===== config.mk =====
export PLATFORM = sky130hd
export DESIGN_NAME = qtcore_scan_mem_locked
export DESIGN_NICKNAME = d
export VERILOG_FILES = /design/src/rtl/qtcore_scan_pkg.sv /design/src/rtl/qtcore_scan_mem_locked_scan_reg_cell.sv /design/src/rtl/qtcore_scan_mem_locked.sv
export SDC_FILE = /design/constraint.sdc
export NUM_CORES = 1
export LEC_CHECK = 0
export BUFFER_PORTS_ARGS = -buffer_cell sky130_fd_sc_hd__buf_2
export CORE_AREA = 2 2 127 129
export CTS_CLUSTER_DIAMETER = 100
export CTS_CLUSTER_SIZE = 28
export DETAILED_ROUTE_END_ITERATION = 8
export DIE_AREA = 0 0 129 131
export PLACE_DENSITY = 0.75
export SYNTH_ARGS = -nofsm -noshare
export SYNTH_HDL_FRONTEND = slang
export SYNTH_SLANG_ARGS = --single-unit

===== constraint.sdc =====
create_clock -name clk_in -period 5.33 [get_ports clk_in]
set_input_delay 1.066 -clock clk_in [delete_from_list [all_inputs] [get_ports clk_in]]
set_output_delay 1.066 -clock clk_in [all_outputs]
set_load 0.01 [all_outputs]

===== src/rtl/qtcore_scan_pkg.sv =====
// Shared sizing helpers and default geometry for qtcore scan-chained memory banks.
package qtcore_scan_pkg;

  localparam int unsigned DEF_WIDTH     = 8;
  localparam int unsigned DEF_DEPTH     = 16;
  localparam int unsigned DEF_KEY_WIDTH = 16;
  localparam logic [15:0] DEF_KEY       = 16'hA5C3;

  function automatic int unsigned chain_len(input int unsigned depth, input int unsigned width,
                                            input int unsigned key_width);
    return depth * width + key_width;
  endfunction

  function automatic int unsigned addr_width(input int unsigned depth);
    return (depth > 1) ? $clog2(depth) : 1;
  endfunction

endpackage


===== src/rtl/qtcore_scan_mem_locked_scan_reg_cell.sv =====
// One scan-chain segment: serial shift toward the MSB in scan mode, parallel load otherwise.
module scan_reg_cell #(
  parameter int unsigned WIDTH = 8
) (
  input  logic             clk,
  input  logic             rst,
  input  logic             scan_enable,
  input  logic             scan_in,
  input  logic             load_en,
  input  logic [WIDTH-1:0] load_data,
  output logic [WIDTH-1:0] internal_data,
  output logic             scan_out
);

  always_ff @(posedge clk or posedge rst) begin
    if (rst) begin
      internal_data <= '0;
    end else if (scan_enable) begin
      internal_data <= {internal_data[WIDTH-2:0], scan_in};
    end else if (load_en) begin
      internal_data <= load_data;
    end
  end

  assign scan_out = internal_data[WIDTH-1];

endmodule


===== src/rtl/qtcore_scan_mem_locked.sv =====
// Scan-chained memory bank with IO register, key segment, shift counter and locked read path.
module qtcore_scan_mem_locked
  import qtcore_scan_pkg::*;
#(
  parameter int unsigned          WIDTH     = DEF_WIDTH,
  parameter int unsigned          DEPTH     = DEF_DEPTH,
  parameter int unsigned          KEY_WIDTH = DEF_KEY_WIDTH,
  parameter logic [KEY_WIDTH-1:0] KEY       = DEF_KEY,
  parameter logic [WIDTH-1:0]     LOCK_MASK = 8'h5A
) (
  input  logic                          clk_in,
  input  logic                          rst_in,
  input  logic                          scan_enable_in,
  input  logic                          scan_in,
  output logic                          scan_out,
  input  logic                          proc_en_in,
  input  logic [addr_width(DEPTH)-1:0]  addr_in,
  input  logic                          we_in,
  input  logic [WIDTH-1:0]              wdata_in,
  output logic [WIDTH-1:0]              rdata_out,
  input  logic                          btn_in,
  output logic [WIDTH-1:0]              io_out,
  output logic                          key_ok_out,
  output logic                          scan_done_out
);

  localparam int unsigned    AW        = addr_width(DEPTH);
  localparam int unsigned    CHAIN_LEN = chain_len(DEPTH, WIDTH, KEY_WIDTH);
  localparam int unsigned    CW        = $clog2(CHAIN_LEN);
  localparam logic [AW-1:0]  IO_ADDR   = AW'(DEPTH - 1);
  localparam bit             ADDR_FULL = (DEPTH == (1 << AW));

  logic [WIDTH-1:0]     words [DEPTH];
  logic [DEPTH:0]       chain;
  logic [KEY_WIDTH-1:0] key_reg;
  logic [CW-1:0]        shift_cnt;
  logic                 shifted;
  logic                 wr_en_c;
  logic [WIDTH-1:0]     raw_c;

  assign chain[0] = scan_in;
  assign wr_en_c  = ~scan_enable_in & proc_en_in & we_in;

  // Word i sits between chain taps i and i+1; the key segment closes the chain.
  for (genvar i = 0; i < DEPTH; i++) begin : memory
    scan_reg_cell #(.WIDTH(WIDTH)) mem_cell (
      .clk           (clk_in),
      .rst           (rst_in),
      .scan_enable   (scan_enable_in),
      .scan_in       (chain[i]),
      .load_en       (wr_en_c && (addr_in == AW'(i))),
      .load_data     (wdata_in),
      .internal_data (words[i]),
      .scan_out      (chain[i+1])
    );
  end

  scan_reg_cell #(.WIDTH(KEY_WIDTH)) key_cell (
    .clk           (clk_in),
    .rst           (rst_in),
    .scan_enable   (scan_enable_in),
    .scan_in       (chain[DEPTH]),
    .load_en       (1'b0),
    .load_data     ('0),
    .internal_data (key_reg),
    .scan_out      (scan_out)
  );

  // Shift counter, done pulse, and key check on the first idle cycle after a scan.
  always_ff @(posedge clk_in or posedge rst_in) begin
    if (rst_in) begin
      shift_cnt     <= '0;
      scan_done_out <= 1'b0;
      shifted       <= 1'b0;
      key_ok_out    <= 1'b0;
    end else if (scan_enable_in) begin
      shifted <= 1'b1;
      if (shift_cnt == CW'(CHAIN_LEN - 1)) begin
        shift_cnt     <= '0;
        scan_done_out <= 1'b1;
      end else begin
        shift_cnt     <= shift_cnt + CW'(1);
        scan_done_out <= 1'b0;
      end
    end else begin
      shift_cnt     <= '0;
      scan_done_out <= 1'b0;
      shifted       <= 1'b0;
      if (shifted) key_ok_out <= (key_reg == KEY);
    end
  end

  always_comb begin
    raw_c = '0;
    if (ADDR_FULL || (int'(addr_in) < int'(DEPTH))) begin
      raw_c = words[addr_in];
      if (addr_in == IO_ADDR) raw_c[0] = btn_in;
    end
  end

  assign rdata_out = key_ok_out ? raw_c : (raw_c ^ LOCK_MASK);
  assign io_out    = words[DEPTH-1];

endmodule


== Yosys cells after proc, flatten, opt, wreduce, memory -nomap -nowiden ==
Cells that the tools add are included.

* Bits in registers: 155
* Input port bits: 19
* Output and inout bits: 19
* Logic and storage cells: 121

* Add/sub/neg operators: 1
* Magnitude comparators: 1
* Eq/ne operators: 17
* Muxes and demuxes: 42
* Bitwise gates (word level): 5
* Reductions and logical operators: 34

{| class="wikitable"
|+ Operators by type and width
! cell !! count
|-
| $mux W8 || 36
|-
| $bmux W8 S4 || 1
|-
| $eq A4 B4 Y1 const B || 8
|-
| $reduce_bool A2 Y1 || 16
|-
| $eq A16 B16 Y1 const B || 1
|-
| $eq A4 B3 Y1 const B || 4
|-
| $logic_and A1 B1 Y1 || 16
|-
| $add A8 B1 Y8 const B || 1
|-
| $eq A4 B2 Y1 const B || 2
|-
| $eq A8 B8 Y1 const B || 1
|-
| $mux W7 || 1
|-
| $ge A5 B5 Y1 const B || 1
|-
| $not A4 Y5 || 1
|-
| $eq A4 B1 Y1 const B || 1
|-
| $logic_not A4 Y1 || 1
|-
| $mux W1 || 4
|-
| $not A4 Y4 || 1
|-
| $and A1 B1 Y1 || 2
|-
| $reduce_and A2 Y1 || 1
|-
| $not A1 Y1 || 1
|}

== Logic depth before layout (Yosys ltp) ==
* Word-level depth: 6
* Mapped depth: 7
* Gate-level depth less buffers: 4

== Modules after synthesis ==
From an unflattened synthesis, not the netlist that was laid out.

* Cells, all modules: 779
* Area, all modules: 8575.7 sq um

{| class="wikitable"
|+ By module, submodules not included
! module !! instances !! cells an instance !! area an instance (sq um) !! sequential area each (sq um)
|-
| scan_reg_cell at memory[0].mem_cell ... || 16 || 36 || 384.1 || 200.2
|-
| qtcore_scan_mem_locked || 1 || 132 || 1672.9 || 275.3
|-
| scan_reg_cell at key_cell || 1 || 71 || 757.0 || 400.4
|}

== Worst setup path after synthesis ==
OpenSTA, ideal clock, no wires.

* Path kind: input to output
* From: input port addr_in[3]
* To: output port rdata_out[4]
* Data arrival time: 2451 ps
* Data required time: 4264 ps
* Path slack: 1813 ps
* Cell stages on the path: 5
* Path buffers: 2
* Cell sequence: buf_2 buf_2 mux4_2 mux4_2 xnor2_1

* Longest elaborated chain between the ends: 6

{| class="wikitable"
|+ RTL lines
! item !! line !! text
|-
| from (decl) || qtcore_scan_mem_locked.sv:17 || <nowiki>input logic [addr_width(DEPTH)-1:0] addr_in,</nowiki>
|-
| $not A4 Y5 (not written as such) (*) || qtcore_scan_mem_locked.sv:96 || <nowiki>raw_c = words[addr_in];</nowiki>
|-
| $bmux W8 S4 (*) || qtcore_scan_mem_locked.sv:96 ||
|-
| $mux W8 (not written as such) (*) (2 in series) || qtcore_scan_mem_locked.sv:96 ||
|-
| $not A4 Y4 (no line) || - ||
|-
| $mux W7 (*) || qtcore_scan_mem_locked.sv:101 || <nowiki>assign rdata_out = key_ok_out ? raw_c : (raw_c ^ LOCK_MASK);</nowiki>
|-
| to (decl) || qtcore_scan_mem_locked.sv:20 || <nowiki>output logic [WIDTH-1:0] rdata_out,</nowiki>
|}

Mark *: on every way between the ends. The rest lies on a longest branch, timed or not. The select of a mux whose other input is x is not followed.

== Worst setup path in the final report ==
* From: input port addr_in[2]
* To: output port rdata_out[1]

The elaborated chain is that of the path after synthesis.

==> impl_results.md <==
- Final worst path period share: 78.2%
- Asr flop ratio synth: 100%
- Flops & latches, synth: ~160
- Synth area leaders: dfrtp_1 46%, mux4_2 8.5%, a221o_1 8.1%
- Critical path class: input pin to output pin
- EDFF count, synth: 0
- Final Critical Period: ~4200 ps
- Gr usage total: ~33%
- Placed inst area: ~8600 um^2
- Unrepaired setup endpoints after global routing: false
- Mux cell area share after synthesis: a little over an eighth
- P&R area growth vs syn: 9.60%
- CP cell instances: buf_2 > mux4_1 > mux4_2 > xnor2_1 > buf_2
- Routed vias: between 7000 and 8000
- Worst slew margin: between 20 and 30%
- Final setup violation count: 0
- Complex-gate fraction of the synthesized area: about a fifth
- Top delay family on crit path: multiplexers
- Drt first pass iters: 8
- Top-count cell post-synth: dfrtp_1
- Fraction of layout cells with a size suffix above 1: between 10% and 20%
- Post-synthesis cell area: 8440 um^2
- Synth warn: 0
- Share of the synthesized area in the top cell type: a little under half
- GRT overflow: 0
- Adder-cell share of the synthesized area: less than 1%
- Post-Place Cells: about 940
- Worst Setup End Kind: output pin
- Library cells used by synthesis: 40
- CP max stage cell: mux4_1
- GP Congestion: 0.959
- Largest net degree at the start of global routing: around 120
- Ys flop type: dfrtp_1
- Worst hold-check path type: register to register
- Static Leak: 3.53 nW
- Sequential cell area fraction in the yosys report: 46.0%
- DRT iter0 DRCs: ~1100
- Chip height: between 100 and 150 um
- Max Cap Viol: 0
- CTS tree: yes
- Initial antenna violation count: 4
- Clk Latency, worst-skew pair: between 400 and 500 ps
- WP data required: 4260 ps
- Crit path launch type: input pin
- I/O Pins: 38
- Syn nets: between 700 and 800
- Clock buffer depth: 2
- Xor/xnor share of the synthesized area: less than 1%
- Worst Path Max Fanout: 30
- Nets@finish: 765
- Simple logic cell fraction of the synthesized area: approximately 16%
- IO Port Bufs: 37
- Reg clk slew, reported paths: 60 ps
- # DRC: 0
- Bufs and invs on worst path: 2
- Chip width: around 130 um
- Synth cell count leaders: 155 x dfrtp_1, 74 x a31oi_1, 70 x and2_1
- Setup Buffers After CTS: 0
- CTS H-tree lvls: 4
- Final cell count without fillers: ~980
- Setup tns final: 0 ps
- Num CTS Buffers: 17
- Post-CTS Resized: 0
- Final Max Tran Viols: 0
- Wire per inst: roughly 28 um
- Final WL: between 20000 and 30000 um
- Fmax: 240 MHz
- CTS Sinks: 155
- Setup Skew: around 13 ps
- Max IR drop VDD: between 0.2 and 0.3 mV
- Largest family of logic cells by synthesized area: compound AO/OA/AOI/OAI gates
- Initial Util: a little over half
- Post-route design area: ~9200 um^2
- Area of the die: roughly 17000 um^2
- DRT antenna net count: 0
- Power, Total: 3.61 mW
- HPWL after detailed placement: between 15000 and 20000 um
- Crit path top cell by count: buf_2
- Status: complete, no violations
- Post-synthesis cell count: just under 800
- CTS Hold Bufs: 0
- Max incr delay on CP: between 600 and 700 ps
- Via/cell ratio: 7.44
- Vias in the first global route: roughly 6900
- Area leader, netlist: dfrtp_1
- Power Density: just under 400 nW/um^2
- Final Hold Viols: 0
- Post-Synthesis Mean Instance Area: around 11 um^2
- Worst slew pin tran: ~1100 ps
- Root buf cell: clkbuf_16
- Data arrival, critical path: 3100 ps
- Placeable Area: ~16000 um^2
- Global-route wire length before repair: between 40000 and 50000 um
- FP Rows: 46
## metal layers
layer	share of wire [%]	vias to the layer above	GRT usage (%)
li1	-	2979	-
met1	37	3514	44.4
met2	44	639	49.2
met3	14	118	10.4
met4	5.0	0	17.1
met5	0	-	0
## cell families (layout without fill, tap and decap cells)
group | count (synthesis) | after routing
AO/OA/AOI/OAI | 211 | 211
flip-flops | 155 | 155
multiplexers | 56 | 56
adder cells (fa/ha/maj) | 1 | 1
other | 0 | 2
buffers and inverters | 100 | 86
XOR/XNOR | 7 | 7
AND/OR/NAND/NOR | 241 | 241
## final cells by class
| type | instances | area, um^2 |
|---|---|---|
| Fill cell | 1235 | 6350 |
| Multi-Input combinational cell | 516 | 4130 |
| Sequential cell | 155 | 3880 |
| Clock buffer | 20 | 467 |
| Timing Repair Buffer | 51 | 290 |
| Tap cell | 216 | 270 |
| Clock inverter | 11 | 180 |
| Inverter | 4 | 21.3 |
| Antenna cell | 2 | 5.00 |
## registers in the layout (all words and copies together) (netlist names)
signal	count
scan_done_out	1
key_ok_out	1
shift_cnt	8
key_cell.internal_data	16
memory.mem_cell.internal_data	128
shifted	1
## worst reg2reg max path, stage by stage (launching register included)
cell and delay [ps]:
dfrtp_1 410, or4b_2 690, o21ai_0 380, a21oi_1 100
## per-stage QoR
stage               hold WS (ps)  util (%)  worst slack (ps)
floorplan                    446         -              85.8
CTS                          499      59.2              1190
finish                       493      59.3              1160
global placement             464      55.1              1180
global route                 554      59.3              1050
detailed placement           489      55.1              1190
## final timing paths
path | from | to | slack (ps) | cells past startpoint
max | addr_in[2] | rdata_out[1] | 1160 | 5
min | shift_cnt[0] | shift_cnt[0] | 490 | 1
max reg2reg | shift_cnt[5] | shift_cnt[7] | 3600 | 3
min reg2reg | shift_cnt[0] | shift_cnt[0] | 490 | 1
max in group asynchronous | rst_in | key_cell.internal_data[7] | 3410 | 3
min in group asynchronous | rst_in | memory[13].mem_cell.internal_data[2] | 840 | 2
## cell usage in the layout (no fill, tap or decap), drive strengths merged, types with 2 or more instances in the layout
| cell | instances |
|---|---|
| a31oi | 74 |
| nor3 | 15 |
| or3 | 2 |
| inv | 7 |
| a221o | 68 |
| or2 | 2 |
| nand2b | 3 |
| and2 | 70 |
| mux4 | 40 |
| clkinv | 3 |
| mux2 | 16 |
| o31ai | 54 |
| dfrtp | 155 |
| o21ai | 12 |
| and4b | 2 |
| nand4 | 53 |
| clkbuf | 20 |
| bufinv | 4 |
| diode | 2 |
| and3 | 2 |
| xor2 | 2 |
| nor2 | 66 |
| buf | 51 |
| nand2 | 4 |
| nor2b | 2 |
| nand3 | 13 |
| xnor2 | 5 |
| nor4b | 2 |
| a21oi | 3 |
## power breakdown
group / leakage, nW / switching (mW) / internal, mW / total, mW
clock network: 0.314 / 0.512 / 0.826 / 1.34
registers: 1.82 / 0.246 / 1.38 / 1.63
logic: 1.39 / 0.321 / 0.324 / 0.645
total: 3.53 / 1.08 / 2.53 / 3.61
No activity file was read; power rests on OpenSTA's default activity.
